<file path="src/rtl/host_io_switch.sv">
// Shared host pad switch: sync-FIFO / SPI-slave / UART with a drain + turnaround FSM.
// Optional ss_n/rxd glitch filter is built when HOST_IO_GLITCH_FILT_EN is defined.
module host_io_switch #(
  parameter int DATA_W      = 8,
  parameter int SYNC_STAGES = 2,
  parameter int FILT_LEN    = 3,
  parameter int TURN_CYC    = 4
) (
  input  logic              clk,
  input  logic              rst,
  input  logic [1:0]        host_mode_req,
  input  logic              flow_control,
  input  logic              unused_io,
  output logic [1:0]        mode_active,
  output logic              mode_valid,
  input  logic [DATA_W-1:0] pad_in,
  output logic [DATA_W-1:0] pad_out,
  output logic [DATA_W-1:0] pad_oe,
  input  logic              rxf_n_in,
  input  logic              txe_n_in,
  input  logic              rd_n,
  input  logic              wr_n,
  input  logic              oe_n,
  output logic              rd_n_pad,
  output logic              wr_n_pad,
  output logic              oe_n_pad,
  output logic              ctrl_pad_oe,
  input  logic [DATA_W-1:0] sfifo_data_out,
  input  logic              sfifo_data_oe,
  output logic [DATA_W-1:0] sfifo_data_in,
  output logic              rxf_n,
  output logic              txe_n,
  output logic              sck,
  output logic              mosi,
  output logic              ss_n,
  input  logic              miso,
  input  logic              txd,
  input  logic              rts,
  output logic              rxd,
  output logic              cts
);
  localparam logic [1:0] MODE_SFIFO = 2'b01;
  localparam logic [1:0] MODE_SPI   = 2'b10;
  localparam logic [1:0] MODE_UART  = 2'b11;
  localparam logic [7:0] TURN_LAST  = 8'(TURN_CYC - 1);
  // sync vector bits: {ss_n, cts_n, mosi, rxd, sck}, reset to their idle levels
  localparam logic [4:0] SYNC_IDLE  = 5'b10010;

  typedef enum logic [1:0] {ST_ACTIVE = 2'd0, ST_DRAIN = 2'd1, ST_TURN = 2'd2} state_t;

  state_t     state_q, state_d;
  logic [7:0] turn_cnt_q, turn_cnt_d;
  logic [1:0] mode_q, mode_d;
  logic [1:0] req_meta_q, req_meta_d, req_sync_q, req_sync_d, req_q, req_d, req_last_q, req_last_d;
  logic       qual_q, qual_d;
  logic [4:0] sync_q [SYNC_STAGES];
  logic [4:0] sync_d [SYNC_STAGES];
  logic [4:0] samp_s;
  logic       ss_f_s, rxd_f_s, change_s, idle_s, drive_s, spi_on_s, uart_on_s;

  assign samp_s = sync_q[SYNC_STAGES-1];

  always_comb begin
    sync_d[0] = {pad_in[3], pad_in[2], pad_in[1], pad_in[0], pad_in[0]};
    for (int i = 1; i < SYNC_STAGES; i++) begin
      sync_d[i] = sync_q[i-1];
    end
  end

  always_ff @(posedge clk or posedge rst) begin
    if (rst) begin
      for (int i = 0; i < SYNC_STAGES; i++) sync_q[i] <= SYNC_IDLE;
    end else begin
      for (int i = 0; i < SYNC_STAGES; i++) sync_q[i] <= sync_d[i];
    end
  end

`ifdef HOST_IO_GLITCH_FILT_EN
  localparam logic [4:0] FILT_MAX = 5'(FILT_LEN);
  logic [1:0]      filt_q, filt_d;   // {ss_n, rxd}
  logic [1:0][3:0] fcnt_q, fcnt_d;
  logic [1:0]      fin_s;

  assign fin_s = {samp_s[4], samp_s[1]};

  // Output flips only after FILT_LEN consecutive differing samples; an agreeing sample clears the run.
  always_comb begin
    filt_d = filt_q;
    fcnt_d = fcnt_q;
    for (int i = 0; i < 2; i++) begin
      if (fin_s[i] == filt_q[i]) begin
        fcnt_d[i] = 4'd0;
      end else if (({1'b0, fcnt_q[i]} + 5'd1) >= FILT_MAX) begin
        filt_d[i] = fin_s[i];
        fcnt_d[i] = 4'd0;
      end else if (fcnt_q[i] != 4'hF) begin
        fcnt_d[i] = fcnt_q[i] + 4'd1;
      end else begin
        fcnt_d[i] = fcnt_q[i];
      end
    end
  end

  always_ff @(posedge clk or posedge rst) begin
    if (rst) begin
      filt_q <= 2'b11;
      fcnt_q <= '0;
    end else begin
      filt_q <= filt_d;
      fcnt_q <= fcnt_d;
    end
  end

  assign ss_f_s  = filt_q[1];
  assign rxd_f_s = filt_q[0];
`else
  assign ss_f_s  = samp_s[4];
  assign rxd_f_s = samp_s[1];
`endif

  assign change_s = (req_q != mode_q);

  always_comb begin
    case (mode_q)
      MODE_SFIFO: idle_s = oe_n & wr_n & ~sfifo_data_oe;
      MODE_SPI:   idle_s = ss_f_s;
      default:    idle_s = 1'b1;
    endcase
  end

  always_comb begin
    req_meta_d = host_mode_req;
    req_sync_d = req_meta_q;
    req_d      = req_sync_q;
    req_last_d = req_q;
    qual_d     = change_s;
    state_d    = state_q;
    turn_cnt_d = turn_cnt_q;
    mode_d     = mode_q;
    case (state_q)
      ST_ACTIVE: begin
        if (change_s && qual_q) state_d = ST_DRAIN;
        else                    state_d = ST_ACTIVE;
      end
      ST_DRAIN: begin
        if (!change_s) begin
          state_d = ST_ACTIVE;
        end else if (idle_s) begin
          state_d    = ST_TURN;
          turn_cnt_d = 8'd0;
        end else begin
          state_d = ST_DRAIN;
        end
      end
      ST_TURN: begin
        // a moving request restarts the release window so the new owner gets a full turnaround
        if (req_q != req_last_q) begin
          turn_cnt_d = 8'd0;
        end else if (turn_cnt_q == TURN_LAST) begin
          mode_d     = req_q;
          state_d    = ST_ACTIVE;
          turn_cnt_d = 8'd0;
        end else begin
          turn_cnt_d = turn_cnt_q + 8'd1;
        end
      end
      default: begin
        state_d    = ST_TURN;
        turn_cnt_d = 8'd0;
      end
    endcase
  end

  always_ff @(posedge clk or posedge rst) begin
    if (rst) begin
      state_q    <= ST_TURN;
      turn_cnt_q <= 8'd0;
      mode_q     <= 2'b00;
      req_meta_q <= 2'b00;
      req_sync_q <= 2'b00;
      req_q      <= 2'b00;
      req_last_q <= 2'b00;
      qual_q     <= 1'b0;
    end else begin
      state_q    <= state_d;
      turn_cnt_q <= turn_cnt_d;
      mode_q     <= mode_d;
      req_meta_q <= req_meta_d;
      req_sync_q <= req_sync_d;
      req_q      <= req_d;
      req_last_q <= req_last_d;
      qual_q     <= qual_d;
    end
  end

  assign mode_active   = mode_q;
  assign mode_valid    = (state_q == ST_ACTIVE);
  assign drive_s       = (state_q != ST_TURN);
  assign spi_on_s      = mode_valid && (mode_q == MODE_SPI);
  assign uart_on_s     = mode_valid && (mode_q == MODE_UART);
  assign sfifo_data_in = pad_in;
  assign ctrl_pad_oe   = drive_s;

  assign sck  = spi_on_s  ? samp_s[0] : 1'b0;
  assign mosi = spi_on_s  ? samp_s[2] : 1'b0;
  assign ss_n = spi_on_s  ? ss_f_s    : 1'b1;
  assign rxd  = uart_on_s ? rxd_f_s   : 1'b1;
  assign cts  = uart_on_s ? ~samp_s[3] : 1'b1;

  // Pad ownership: the old mode keeps driving through DRAIN; everything floats in TURN.
  always_comb begin
    pad_out  = '0;
    pad_oe   = '0;
    rd_n_pad = 1'b1;
    wr_n_pad = 1'b1;
    oe_n_pad = 1'b1;
    rxf_n    = 1'b1;
    txe_n    = 1'b1;
    if (drive_s) begin
      case (mode_q)
        MODE_SFIFO: begin
          pad_out  = sfifo_data_oe ? sfifo_data_out : '0;
          pad_oe   = {DATA_W{sfifo_data_oe}};
          rd_n_pad = rd_n;
          wr_n_pad = wr_n;
          oe_n_pad = oe_n;
          rxf_n    = rxf_n_in;
          txe_n    = txe_n_in;
        end
        MODE_SPI: begin
          pad_oe[DATA_W-1:4] = {(DATA_W-4){unused_io}};
          pad_oe[2]          = ~ss_f_s;
          pad_out[2]         = ~ss_f_s & miso;
        end
        MODE_UART: begin
          pad_oe[DATA_W-1:4] = {(DATA_W-4){unused_io}};
          pad_oe[1]          = 1'b1;
          pad_out[1]         = txd;
          pad_oe[3]          = flow_control | unused_io;
          pad_out[3]         = flow_control & rts;
          pad_oe[2]          = ~flow_control & unused_io;
        end
        default: begin
          pad_oe = {DATA_W{unused_io}};
        end
      endcase
    end else begin
      pad_oe = '0;
    end
  end
endmodule
</file>
<file path="config.mk">
export PLATFORM = sky130hd
export DESIGN_NAME = host_io_switch
export DESIGN_NICKNAME = d
export VERILOG_FILES = /design/src/rtl/host_io_switch.sv
export SDC_FILE = /design/constraint.sdc
export NUM_CORES = 1
export LEC_CHECK = 0
export ABC_AREA = 1
export ABC_CLOCK_PERIOD_IN_PS = 1540
export CAP_MARGIN = 20
export CORE_AREA = 2 2 70 72
export DETAILED_ROUTE_END_ITERATION = 10
export DIE_AREA = 0 0 72 74
export PLACE_DENSITY = 0.82
export SLEW_MARGIN = 40
export SYNTH_ARGS = -nofsm -noshare
export SYNTH_HDL_FRONTEND = slang
export SYNTH_SLANG_ARGS = --single-unit
</file>
<file path="constraint.sdc">
create_clock -name clk -period 1.54 [get_ports clk]
set_input_delay 0.308 -clock clk [delete_from_list [all_inputs] [get_ports clk]]
set_output_delay 0.308 -clock clk [all_outputs]
set_load 0.01 [all_outputs]
</file>
Yosys cells after proc, flatten, opt, wreduce, memory -nomap -nowiden:

Cells that the tools add are included.

* flip-flop bits (word level): 31
* input port bits: 31
* bits in writable memories: 0
* memories: 0
* output and inout bits: 38
* latch bits: 0
* logic and storage cells: 84
* bits in read-only memories: 0

* mux-type cells: 40
* div/mod/pow operators: 0
* reduce and logical (&&, ||, !) cells: 8
* multiply operators: 0
* $add $sub $neg: 1
* bitwise logic cells: 12
* eq/ne operators: 13
* magnitude comparators: 0
* shifts and indexed selects: 0

Operator list (number)
* $mux W8: 7
* $pmux W8 S3: 1
* $mux W1: 17
* $ne A2 B2 Y1 const B: 5
* $pmux W1 S2: 5
* $pmux W1 S3: 3
* $add A8 B1 Y8 const B: 1
* $eq A8 B2 Y1 const B: 1
* $mux W2: 4
* $mux W4: 2
* $eq A2 B2 Y1 const B: 3
* $not A1 Y1: 6
* $pmux W2 S3: 1
* $reduce_and A3 Y1: 2
* $and A1 B1 Y1: 5
* $eq A2 B1 Y1 const B: 2
* $ne A2 B2 Y1: 2
* $logic_and A1 B1 Y1: 3
* $logic_not A2 Y1: 1
* $reduce_and A2 Y1: 1
* $reduce_or A2 Y1: 1
* $or A1 B1 Y1: 1

Depth between registers and ports, before layout:

Gate-level depths: netlist of run 1.

* depth after elaboration: 6
* mapped depth: 9
* gate-level depth less buffers: 9

Worst setup path after synthesis of run 1:

No wires, ideal clock.

* path type: reg2out
* start point: reg mode_q[1], in the netlist mode_active[1]
* end point: out pad_oe[5]
* buffers on the path: 1
* stages on the path, launching flop included: 6
* data required time: 1.232 ns
* path slack: -0.174 ns
* arrival time: 1.406 ns
* path through: dfrtp_1 > inv_1 > ha_1 > nand2_2 > a21oi_1 > buf_4

* cells in the longest elaborated chain, start to end: 3

Ends and longest elaborated chain
* start: declaration: line 53 `logic [1:0] mode_q, mode_d;`
* start signal: assignment: line 187 `mode_q <= mode_d;`
* $eq A2 B1 Y1: line 220 `case (mode_q)`
* $mux W4: line 220
* $mux W8: line 219 `if (drive_s) begin`
* end: declaration: line 18 `output logic [DATA_W-1:0] pad_oe,`

Every way passes these cells.

Worst setup path in the final report of run 1:

* start point: reg mode_q[1], in the netlist mode_active[1]
* end point: out pad_oe[2]

* cells in the longest elaborated chain, start to end: 3
* elaborated cells on any way between the ends: 5
* those cells by class: 3 x eq/ne; 2 x mux

Ends and longest elaborated chain (line)
* $eq A2 B2 Y1 or $eq A2 B1 Y1 (tied branches): 220
* $pmux W1 S3 *: 220
* $mux W8 *: 219

Every way passes the cells marked *; elsewhere a longest branch is shown, timed or not.

==> results.yml, run 1 <==
status:
  status: "complete, but fails checks"
  failed_checks: "setup timing"
clock_network:
  clockRootBuffer: "clkbuf_8"
  insertion_delay_ns: 0.28
  cts_buffers: 5
  ctsHtreeMaxLevel: 2
  path_clk_slew_ns: 0.06
  cts_tree: "done"
  cts_buffer_depth: 2
  clkSinkCount: 31
sta:
  hold_ws_ns: 0.344
  finClkSkew_ns: 0.00654
  post-route-period-util: 1.26
  slew_headroom: 0.816
  rsz0062_at_grt: "yes"
  setup_ws_ns: -0.407
  max_freq_mhz: 514
  setup_viol: 37
  drv_slew: 0
  worst_pin_slew_ns: 0.274
  hold_violations: 0
  finalCriticalPeriod_ns: 1.95
synthesis:
  avgSynthCellArea_um2: 7.97
  yosys-top-cells-area: "dfrtp_1 38%, nand2_1 12%, dfstp_2 7.7%"
  ys_warn_count: 0
  ys_types: 25
  ys_seq_area_frac: 0.457
  synth_area_leader_cell: "dfrtp_1"
  synth_top_area_frac: 0.380
  synth_area_mm2: 0.00171
  synth_edf_count: 0
  synth.net_count: 251
  syn_inst: 215
  ys_seq_elements: 31
  synthArstFlopShare: 1.00
  synth_flop_cell: "dfrtp_1"
grt:
  grt_pass1_wl_um: 7530
  grt_use_met1: 0.191
  top_usage_layer: "met2"
  grt-ovfl-total: 0
  grtUsageTotal: 0.181
  antenna_found_initial: 0
  use_met2: 0.349
  grt_max_degree: 32
  met3_usage: 0.0407
  grt_pass1_vias: 1662
layout:
  mostFrequentLayoutCells: "51 x nand2_1, 27 x buf_2, 26 x clkdlybuf4s50_1"
  area_growth_pct: 65.7
  instances_no_fill: 361
  drive_gt1_frac: 0.446
  layout_commonest_cell: "nand2_1"
  nets: 342
  final_util: 0.617
  antenna_cells: 0
worst_hold_path:
  min_path_type: "reg2reg"
  min_path_cells: 0
  hold_end: "req_last_d[1]$_DFF_PP0_"
  min_from: "req_d[1]$_DFF_PP0_"
placed_design:
  hpwl_um: 3010
  dp_slack_ns: -0.629
  place_inst: 338
  place.gp.congestion: 0.810
  portBuffers: 60
critical_path:
  r2r-end: "turn_cnt_q[7]$_DFFE_PP0P_"
  cp_slowest_cell: "dfrtp_2"
  worstPathArrival_ns: 1.64
  crit_path_cell_trace: "buf_12 -> ha_4 -> inv_2 -> nor2_4 -> buf_4 -> nor3_2 -> a21oi_1 -> buf_2"
  critPathLaunch: "mode_active[1]$_DFFE_PP0P_"
  cp-start-kind: "flip-flop"
  r2r-start: "mode_active[1]$_DFFE_PP0P_"
  cp-end-kind: "output pin"
  critPathMaxStageDelay_ns: 0.45
  ff2ff_path_depth: 11
  worstSetupPathType: "reg2out"
  r2r_slack_ns: -0.11
  path_max_fanout: 3
  required_ns: 1.23
  critical-path-top-delay-family: "buffers and inverters"
  critPathBufInv: 4
  worstSetupPathDepth: 8
routing:
  remaining_drc_errors: 0
  dr.pass1.iters: 4
  vias_per_cell: 4.75
  antenna_left: 0
  vias: 1716
  first_iter_violations: 56
  totalWireLength_um: 4750
  wl_per_cell_um: 13.2
floorplan:
  rows: 25
  start_util: 0.373
  dieArea_mm2: 0.00533
  core-area_mm2: 0.00460
  fp.dieW_um: 72
  pin_count: 69
  dieHeight_um: 74
pwr:
  sw_frac_of_total: 0.312
  p_switching_uw: 803
  power_density_mw_per_mm2: 906
  sequentialPowerShare: 0.359
  ir_worst_vdd_mv: 0.610
  power.share.clock: 0.249
  cellInternalPower_uw: 1770
  leakagePower_uw: 0.00133
  comb_power_share: 0.392
run:
  drv_cap: 0
## power groups by stage
stage | logic (uW) | clock network (uW) | registers (uW)
finish | 1010 | 640 | 924
global route | 1090 | 697 | 930
CTS | 793 | 660 | 918
detailed placement | 614 | 0 | 929
global placement | 598 | 0 | 925
floorplan | 298 | 0 | 934
## kinds of logic (layout without fill, tap and decap cells)
| group | after synthesis | after routing | synth area share |
|---|---|---|---|
| AND/OR/NAND/NOR | 121 | 121 | 0.317 |
| AO/OA/AOI/OAI | 16 | 16 | 0.0555 |
| flip-flops | 31 | 31 | 0.457 |
| buffers and inverters | 41 | 133 | 0.129 |
| XOR/XNOR | 1 | 1 | 0.00511 |
| adder cells (fa/ha/maj) | 5 | 5 | 0.0365 |
## layout make-up
cell class              instances  area [um2]
clock inverters                 1        5.00
repair buffers                 99         855
inverters                      26         113
flip-flops and latches         31         785
well taps                      54        67.6
fillers                       372        1760
clock buffers                   7        86.3
multi-input cells             143         928
## what timing repair did
item                                    4_1_cts  5_1_grt
buffers inserted                              8        7
hold buffers                                  0        0
gates cloned                                  0        1
endpoints found under the setup margin       42       39
gates resized for setup                     162       27
pin swaps                                    11       16
## synth_stat cells, types with 2 or more instances
master	instances
nor2_4	2
nand3_1	20
a31oi_1	2
inv_1	21
buf_6	3
dfstp_2	5
ha_1	5
nor2_1	24
nand2_1	57
inv_2	5
dfrtp_1	26
a21oi_1	7
buf_4	12
nand2_2	6
nand4_1	8
o21ai_0	3
## worst max path at each step
stage,end
after global routing,pad_oe[2]
after detailed placement,pad_out[2]
final,pad_oe[2]
after floorplan,pad_out[2]
after CTS,pad_out[2]
after global placement,pad_out[2]
## metal layers
layer,wire length [um],up-vias
met1,1720,784
met4,110,0
met2,2610,64
li1,-,857
met3,304,11
met5,0,-
## registers in the layout (all words and copies together), names as in the netlist
name         cells
req_last_q       2
samp_s           5
sync_d           5
qual_q           1
req_d            2
req_last_d       2
turn_cnt_q       8
state_q          2
mode_active      2
req_meta_q       2
## through the flow
stage	TNS [ns]	area (um2)	power [uW]
floorplan	0	1750	1230
detailed placement	-13.12	2500	1540
finish	-7.55	2840	2570
CTS	-6.74	2690	2370
global placement	-12.20	2500	1520
global route	-9.94	2840	2710
Power figures use the tool's default switching activity.
==> run 2, diff against run 1 <==
Settings changed: SLEW_MARGIN 40 to not set.
==> results of run 2 <==
The final DEF is identical to that of run 1; final timing and power are the same.
